File: config.mk
export PLATFORM = sky130hd
export DESIGN_NAME = fsb_pad_deserializer_flat
export DESIGN_NICKNAME = d
export VERILOG_FILES = /design/src/rtl/fsb_pad_deserializer_if.sv /design/src/rtl/fsb_pad_deserializer.sv /design/src/flat_wrapper.sv
export SDC_FILE = /design/constraint.sdc
export NUM_CORES = 1
export LEC_CHECK = 0
export ABC_AREA = 1
export BUFFER_PORTS_ARGS = -buffer_cell sky130_fd_sc_hd__buf_2
export CORE_ASPECT_RATIO = 0.6
export CORE_MARGIN = 5
export CORE_UTILIZATION = 40
export DETAILED_ROUTE_END_ITERATION = 10
export GPL_ROUTABILITY_DRIVEN = 0
export PLACE_DENSITY = 0.61
export RECOVER_POWER = 50
export SETUP_SLACK_MARGIN = 0.15
export SYNTH_ARGS = -nofsm -noshare
export SYNTH_HDL_FRONTEND = slang
export SYNTH_SLANG_ARGS = --single-unit
File: constraint.sdc
create_clock -name clk_i -period 3.05 [get_ports clk_i]
set_clock_uncertainty 0.05 [all_clocks]
set_input_delay 0 -clock clk_i [delete_from_list [all_inputs] [get_ports clk_i]]
set_output_delay 0 -clock clk_i [all_outputs]
set_load 0.01 [all_outputs]
File: src/rtl/fsb_pad_deserializer_if.sv
// Pad-side and node-side signals of the FSB pad deserializer.
// Defining FSB_DESER_PARITY_EN adds the pad_par_i beat parity bit.
`timescale 1ns/1ps

interface fsb_pad_deserializer_if #(
    parameter int PAD_WIDTH = 8,
    parameter int PKT_WIDTH = 80
) ();
    logic                 pad_v_i;
    logic                 pad_sof_i;
    logic [PAD_WIDTH-1:0] pad_data_i;
`ifdef FSB_DESER_PARITY_EN
    logic                 pad_par_i;
`endif
    logic                 pad_ready_o;
    logic                 node_v_o;
    logic [PKT_WIDTH-1:0] node_data_o;
    logic                 node_ready_i;
    logic                 err_o;
    logic [7:0]           err_cnt_o;

    // master drives beats and consumes packets; slave is the deserializer.
    modport master (
        output pad_v_i, pad_sof_i, pad_data_i,
`ifdef FSB_DESER_PARITY_EN
        output pad_par_i,
`endif
        output node_ready_i,
        input  pad_ready_o, node_v_o, node_data_o, err_o, err_cnt_o
    );

    modport slave (
        input  pad_v_i, pad_sof_i, pad_data_i,
`ifdef FSB_DESER_PARITY_EN
        input  pad_par_i,
`endif
        input  node_ready_i,
        output pad_ready_o, node_v_o, node_data_o, err_o, err_cnt_o
    );
endinterface

File: src/rtl/fsb_pad_deserializer.sv
// Assembles PAD_WIDTH-bit pad beats (first beat = LSBs) into PKT_WIDTH-bit FSB packets
// behind a one-packet output register. FSB_DESER_PARITY_EN enables per-beat odd parity.
`timescale 1ns/1ps

module fsb_pad_deserializer #(
    parameter int PAD_WIDTH = 8,
    parameter int PKT_WIDTH = 80
) (
    input logic                   clk_i,
    input logic                   reset_i,
    fsb_pad_deserializer_if.slave bus
);
    localparam int BEATS = PKT_WIDTH / PAD_WIDTH;
    localparam int CNT_W = (BEATS > 1) ? $clog2(BEATS) : 1;
    localparam logic [CNT_W-1:0] LAST_BEAT = CNT_W'(BEATS - 1);

    typedef enum logic [1:0] {
        IDLE = 2'd0,
        ASSM = 2'd1,
        HOLD = 2'd2
    } state_e;

    state_e               state_q, state_d;
    logic [CNT_W-1:0]     beat_cnt_q, beat_cnt_d;
    logic [PKT_WIDTH-1:0] asm_q, asm_d;
    logic [PKT_WIDTH-1:0] out_data_q, out_data_d;
    logic                 out_v_q, out_v_d;
    logic                 err_q, err_d;
    logic [7:0]           err_cnt_q, err_cnt_d;
    logic                 live_q;

    logic accept;
    logic drain;
    logic drop;
    logic beat_bad;
    logic pkt_bad;
    logic pad_ready;

    // live_q keeps pad_ready_o low for the first cycle after reset release.
    assign pad_ready = live_q & (state_q != HOLD);
    assign accept    = bus.pad_v_i & pad_ready;
    assign drain     = out_v_q & bus.node_ready_i;

`ifdef FSB_DESER_PARITY_EN
    logic bad_q, bad_d;

    // Data plus parity bit must carry an odd number of ones.
    assign beat_bad = ~(^{bus.pad_data_i, bus.pad_par_i});
    assign pkt_bad  = bad_q | beat_bad;
`else
    assign beat_bad = 1'b0;
    assign pkt_bad  = 1'b0;
`endif

    always_comb begin
        // NOTE: every always_comb output gets a default first so no path leaves it unassigned (no latch).
        state_d    = state_q;
        beat_cnt_d = beat_cnt_q;
        asm_d      = asm_q;
        out_v_d    = out_v_q;
        out_data_d = out_data_q;
        err_d      = 1'b0;
        err_cnt_d  = err_cnt_q;
        drop       = 1'b0;
`ifdef FSB_DESER_PARITY_EN
        bad_d      = bad_q;
`endif

        if (drain) begin
            out_v_d = 1'b0;
        end

        case (state_q)
            IDLE: begin
                if (accept) begin
                    if (bus.pad_sof_i) begin
                        asm_d      = {{(PKT_WIDTH-PAD_WIDTH){1'b0}}, bus.pad_data_i};
                        beat_cnt_d = CNT_W'(1);
                        state_d    = ASSM;
`ifdef FSB_DESER_PARITY_EN
                        bad_d      = beat_bad;
`endif
                    end else begin
                        drop = 1'b1;
                    end
                end
            end

            ASSM: begin
                if (accept) begin
                    if (bus.pad_sof_i) begin
                        // A new sof abandons the partial packet and restarts on this beat.
                        drop       = 1'b1;
                        asm_d      = {{(PKT_WIDTH-PAD_WIDTH){1'b0}}, bus.pad_data_i};
                        beat_cnt_d = CNT_W'(1);
`ifdef FSB_DESER_PARITY_EN
                        bad_d      = beat_bad;
`endif
                    end else begin
                        for (int k = 0; k < BEATS; k++) begin
                            if (beat_cnt_q == CNT_W'(k)) begin
                                asm_d[k*PAD_WIDTH +: PAD_WIDTH] = bus.pad_data_i;
                            end
                        end
                        beat_cnt_d = beat_cnt_q + 1'b1;
`ifdef FSB_DESER_PARITY_EN
                        bad_d      = pkt_bad;
`endif
                        if (beat_cnt_q == LAST_BEAT) begin
                            beat_cnt_d = '0;
                            if (pkt_bad) begin
                                drop    = 1'b1;
                                state_d = IDLE;
`ifdef FSB_DESER_PARITY_EN
                                bad_d   = 1'b0;
`endif
                            end else if (!out_v_q || drain) begin
                                out_v_d    = 1'b1;
                                out_data_d = asm_d;
                                state_d    = IDLE;
                            end else begin
                                state_d = HOLD;
                            end
                        end
                    end
                end
            end

            HOLD: begin
                if (drain) begin
                    out_v_d    = 1'b1;
                    out_data_d = asm_q;
                    state_d    = IDLE;
                end
            end

            default: begin
                state_d = IDLE;
            end
        endcase

        if (drop) begin
            err_d = 1'b1;
            if (err_cnt_q != 8'hFF) begin
                err_cnt_d = err_cnt_q + 8'd1;
            end
        end
    end

    // NOTE: sequential state uses non-blocking assignments only, so every flop samples pre-edge values.
    always_ff @(posedge clk_i or negedge reset_i) begin
        if (!reset_i) begin
            state_q    <= IDLE;
            beat_cnt_q <= '0;
            out_v_q    <= 1'b0;
            err_q      <= 1'b0;
            err_cnt_q  <= 8'd0;
            live_q     <= 1'b0;
        end else begin
            state_q    <= state_d;
            beat_cnt_q <= beat_cnt_d;
            out_v_q    <= out_v_d;
            err_q      <= err_d;
            err_cnt_q  <= err_cnt_d;
            live_q     <= 1'b1;
        end
    end

    // NOTE: the wide data registers are reset as well, so node_data_o reads zero after any reset.
    always_ff @(posedge clk_i or negedge reset_i) begin
        if (!reset_i) begin
            asm_q      <= '0;
            out_data_q <= '0;
        end else begin
            asm_q      <= asm_d;
            out_data_q <= out_data_d;
        end
    end

`ifdef FSB_DESER_PARITY_EN
    always_ff @(posedge clk_i or negedge reset_i) begin
        if (!reset_i) begin
            bad_q <= 1'b0;
        end else begin
            bad_q <= bad_d;
        end
    end
`endif

    assign bus.pad_ready_o = pad_ready;
    assign bus.node_v_o    = out_v_q;
    assign bus.node_data_o = out_data_q;
    assign bus.err_o       = err_q;
    assign bus.err_cnt_o   = err_cnt_q;

endmodule
File: src/flat_wrapper.sv
// flat-port wrapper written by rule: the top's interface ports become plain ports
module fsb_pad_deserializer_flat 
#(
    parameter int PAD_WIDTH = 8,
    parameter int PKT_WIDTH = 80
)
  (clk_i, reset_i, bus_pad_v_i, bus_pad_sof_i, bus_pad_data_i, bus_node_ready_i, bus_pad_ready_o, bus_node_v_o, bus_node_data_o, bus_err_o, bus_err_cnt_o);
  fsb_pad_deserializer_if #(.PAD_WIDTH(PAD_WIDTH), .PKT_WIDTH(PKT_WIDTH)) bus_i ();
  input logic clk_i;
  input logic reset_i;
  input wire logic [$bits(bus_i.pad_v_i)-1:0] bus_pad_v_i;
  input wire logic [$bits(bus_i.pad_sof_i)-1:0] bus_pad_sof_i;
  input wire logic [$bits(bus_i.pad_data_i)-1:0] bus_pad_data_i;
  input wire logic [$bits(bus_i.node_ready_i)-1:0] bus_node_ready_i;
  output wire logic [$bits(bus_i.pad_ready_o)-1:0] bus_pad_ready_o;
  output wire logic [$bits(bus_i.node_v_o)-1:0] bus_node_v_o;
  output wire logic [$bits(bus_i.node_data_o)-1:0] bus_node_data_o;
  output wire logic [$bits(bus_i.err_o)-1:0] bus_err_o;
  output wire logic [$bits(bus_i.err_cnt_o)-1:0] bus_err_cnt_o;
  assign bus_i.pad_v_i = bus_pad_v_i;
  assign bus_i.pad_sof_i = bus_pad_sof_i;
  assign bus_i.pad_data_i = bus_pad_data_i;
  assign bus_i.node_ready_i = bus_node_ready_i;
  assign bus_pad_ready_o = bus_i.pad_ready_o;
  assign bus_node_v_o = bus_i.node_v_o;
  assign bus_node_data_o = bus_i.node_data_o;
  assign bus_err_o = bus_i.err_o;
  assign bus_err_cnt_o = bus_i.err_cnt_o;
  fsb_pad_deserializer #(.PAD_WIDTH(PAD_WIDTH), .PKT_WIDTH(PKT_WIDTH)) u_core (.clk_i(clk_i), .reset_i(reset_i), .bus(bus_i));
endmodule
==> qor.yml <==
worst_slew_pin_slew_ps: 1960
swShare_pct: 43.94
grt_pass1_vias: 8006
multiInputGateArea_sq_mm: 0.004061
synth_warnings: 0
setup_viol: 0
seq_power_share_pct: 33.4
grt_pass1_wl_um: 42790
via_per_inst: 5.071
totalWireLength_um: 26530
cts_root_buffer: "clkbuf_16"
cts.sinks: 177
power.total_mw: 10.06
finalNetCount: 1392
antenna_found_initial: 0
rr_endpoint: "u_core.bus.node_data_o[23]"
fillers: 2355
vdd_drop_max_uv: 570.9
rsz0062_at_grt: "no"
critPathMaxFanout: 23
status: "finished, violations left"
max_freq_mhz: 376.9
cts_tree: "yes"
layout-drive-gt1-share_pct: 6.200
synth-main-ff-cell: "dfrtp_1"
violations: "capacitance limit, slew limit"
grt_use_met3_pct: 4.160
r2r_slack_ps: 400
required_ps: 3380
netlist.top_cell.by_area: "dfrtp_1"
rows: 43
timing.slew.headroom_pct: -30.68
fin_hold_ws_ps: 135.2
core_area_sq_mm: 0.02292
hp-start: "bus_pad_v_i"
port_buffers: 103
die_h_um: 127.6
maxCapViolCount: 1
syn-instance-count: 1279
h-tree-depth: 4
synth.distinct_cells: 26
ys_seq_area_share_pct: 48.02
wire_per_inst_um: 15.59
tns_ps: 0
final_hold_viol_count: 0
worstPathArrival_ps: 2980
cts-buffers-inserted: 17
power_leakage_nw: 5.603
vias: 8630
finalCritPeriodShare_pct: 86.98
diodes: 0
clk_pin_slew_ps: 70
setup_slack_ps: 397.1
synth_commonest_cells: "nand2_1 (608), dfrtp_1 (177), nand3_1 (159)"
fp.dieW_um: 206.0
regArea_sq_mm: 0.004429
path_class: "flip-flop to flip-flop"
avgSynthCellArea_sq_um: 7.212
post_cts_resized: 0
report.final.slew_viol_count: 73
hold_depth: 5
ys_ff_latch: 177
start_kind: "flip-flop"
syn_area_sq_mm: 0.009224
synthTopCellsByArea: "dfrtp_1 (48%), nand2_1 (25%), nand3_1 (8.6%), o22ai_1 (5.0%), inv_1 (4.1%)"
grtUsageMet2_pct: 29.34
reg2reg_depth: 10
drcViolationCount: 0
io_pins: 104
dp_cells: 1655
antenna_left: 0
p_per_area_mw_per_mm2: 943.1
use_met1_pct: 31.38
async_reset_ff_share_pct: 100.0
syn-num-nets: 1297
syn2layout_area_growth_pct: 15.67
hold_class: "input port to flip-flop"
synth_top_area_share_pct: 48.02
min_period_ps: 2653
power.internal_mw: 5.640
grt_use_total_pct: 20.20
p_sw_mw: 4.421
gr-total-overflow: 0
cts.path.max_buffers: 2
drtPass1Iterations: 7
end_kind: "flip-flop"
top_usage_layer: "met1"
synth_most_common_cell: "nand2_1"
power_frac_comb_pct: 42.5
die_area_sq_mm: 0.02630
clk_latency_ps: 440
dpl.hpwl_um: 16760
fin_cells: 1702
start_util_pct: 40.24
clkPwrFrac_pct: 24.1
reg2reg_from: "u_core.state_q[1]"
postCtsSetupBuffers: 0
whs_endpoint: "u_core.state_q[1]"
first_iter_violations: 741
synth-edff-count: 0
pre_cts_ws_ps: 231.5
grt_max_degree: 75
-- layer usage --
layer / routed length, um / up-vias
li1: - / 4269
met1: 13410 / 4108
met2: 11340 / 235
met3: 1564 / 18
met4: 215 / 0
met5: 0 / -
-- worst max path at each step --
stage                       from                    endpoint  slack, ps  depth (start not counted)
4_1_cts        u_core.state_q[1]  u_core.bus.node_data_o[49]        220                         11
3_5_place_dp   u_core.state_q[1]  u_core.bus.node_data_o[49]        230                         11
5_1_grt                  reset_i            u_core.asm_q[20]        110                          3
3_3_place_gp   u_core.state_q[0]  u_core.bus.node_data_o[43]        370                         10
6_report       u_core.state_q[1]  u_core.bus.node_data_o[23]        400                         10
2_1_floorplan  u_core.state_q[0]            u_core.asm_q[19]       1250                          8
-- through the flow --
step           utilization, %  area, sq um
3_5_place_dp            43.70        10020
5_1_grt                 46.55        10670
4_1_cts                 47.08        10790
6_report                46.55        10670
2_1_floorplan               -         9224
3_3_place_gp            43.70        10020
-- cell families (layout without fill, tap and decap cells) --
| family | Yosys count | after routing | synth area share (%) |
|---|---|---|---|
| xor gates and xnor gates | 7 | 7 | 0.6647 |
| other | 1 | 1 | 0.04066 |
| AOI/OAI and AO/OA | 111 | 111 | 7.040 |
| DFF | 177 | 177 | 48.02 |
| buffers and inverters | 177 | 283 | 8.193 |
| adders and majority gates | 5 | 5 | 0.6782 |
| and+or+nand+nor | 801 | 803 | 35.36 |
-- layout make-up --
| class | instances | area share, % |
|---|---|---|
| inverter | 111 | 3.905 |
| clock buffer | 17 | 3.987 |
| sequential | 177 | 41.52 |
| tap | 315 | 3.694 |
| timing repair buffer | 140 | 6.778 |
| clock inverter | 15 | 2.052 |
| multi-input combinational | 927 | 38.07 |
-- sequential cells by signal (all words and copies together) (netlist names) --
| signal | flops |
|---|---|
| u_core.bus.err_cnt_o | 8 |
| u_core.bus.node_v_o | 1 |
| u_core.state_q | 2 |
| u_core.bus.node_data_o | 80 |
| u_core.bus.err_o | 1 |
| u_core.live_q | 1 |
| u_core.asm_q | 80 |
| u_core.beat_cnt_q | 4 |
-- layout by cell type, fill, tap and decap left out, drive strengths merged --
master	netlist	routed
bufinv	0	4
nor2	27	29
o22ai	73	73
dlygate4sd3	0	13
a21oi	22	22
clkinv	8	9
conb	1	1
dfrtp	177	177
inv	103	111
ha	5	5
xnor2	4	4
xor2	3	3
clkbuf	28	110
clkinvlp	0	2
nand4	3	3
buf	38	34
nor3	2	2
o21ai	15	15
o21bai	1	1
nand2	609	609
nand3	160	160
-- repair_timing --
item	4_1_cts	5_1_grt
setup endpoints to repair	0	34
hold buffers	13	0
endpoints found under the hold margin	80	0
-- critical path: stages, from the launching register on --
cell     delay (ps)
dfrtp_1         410
inv_1            90
ha_1            280
inv_1           120
nand2_1          70
nand2_1          50
inv_1            90
nand3_1         250
nor2_2          920
nand2_1         140
nand2_1         110
-- power groups by stage --
stage | registers, mW | logic, mW | clock network (mW)
final | 3.36 | 4.27 | 2.43
after global placement | 3.38 | 4.21 | 0
after detailed placement | 3.38 | 4.27 | 0
after floorplan | 3.51 | 2.91 | 0
after CTS | 3.35 | 4.31 | 2.48
after global routing | 3.44 | 4.85 | 2.59
(Power assumes the default switching activity.)
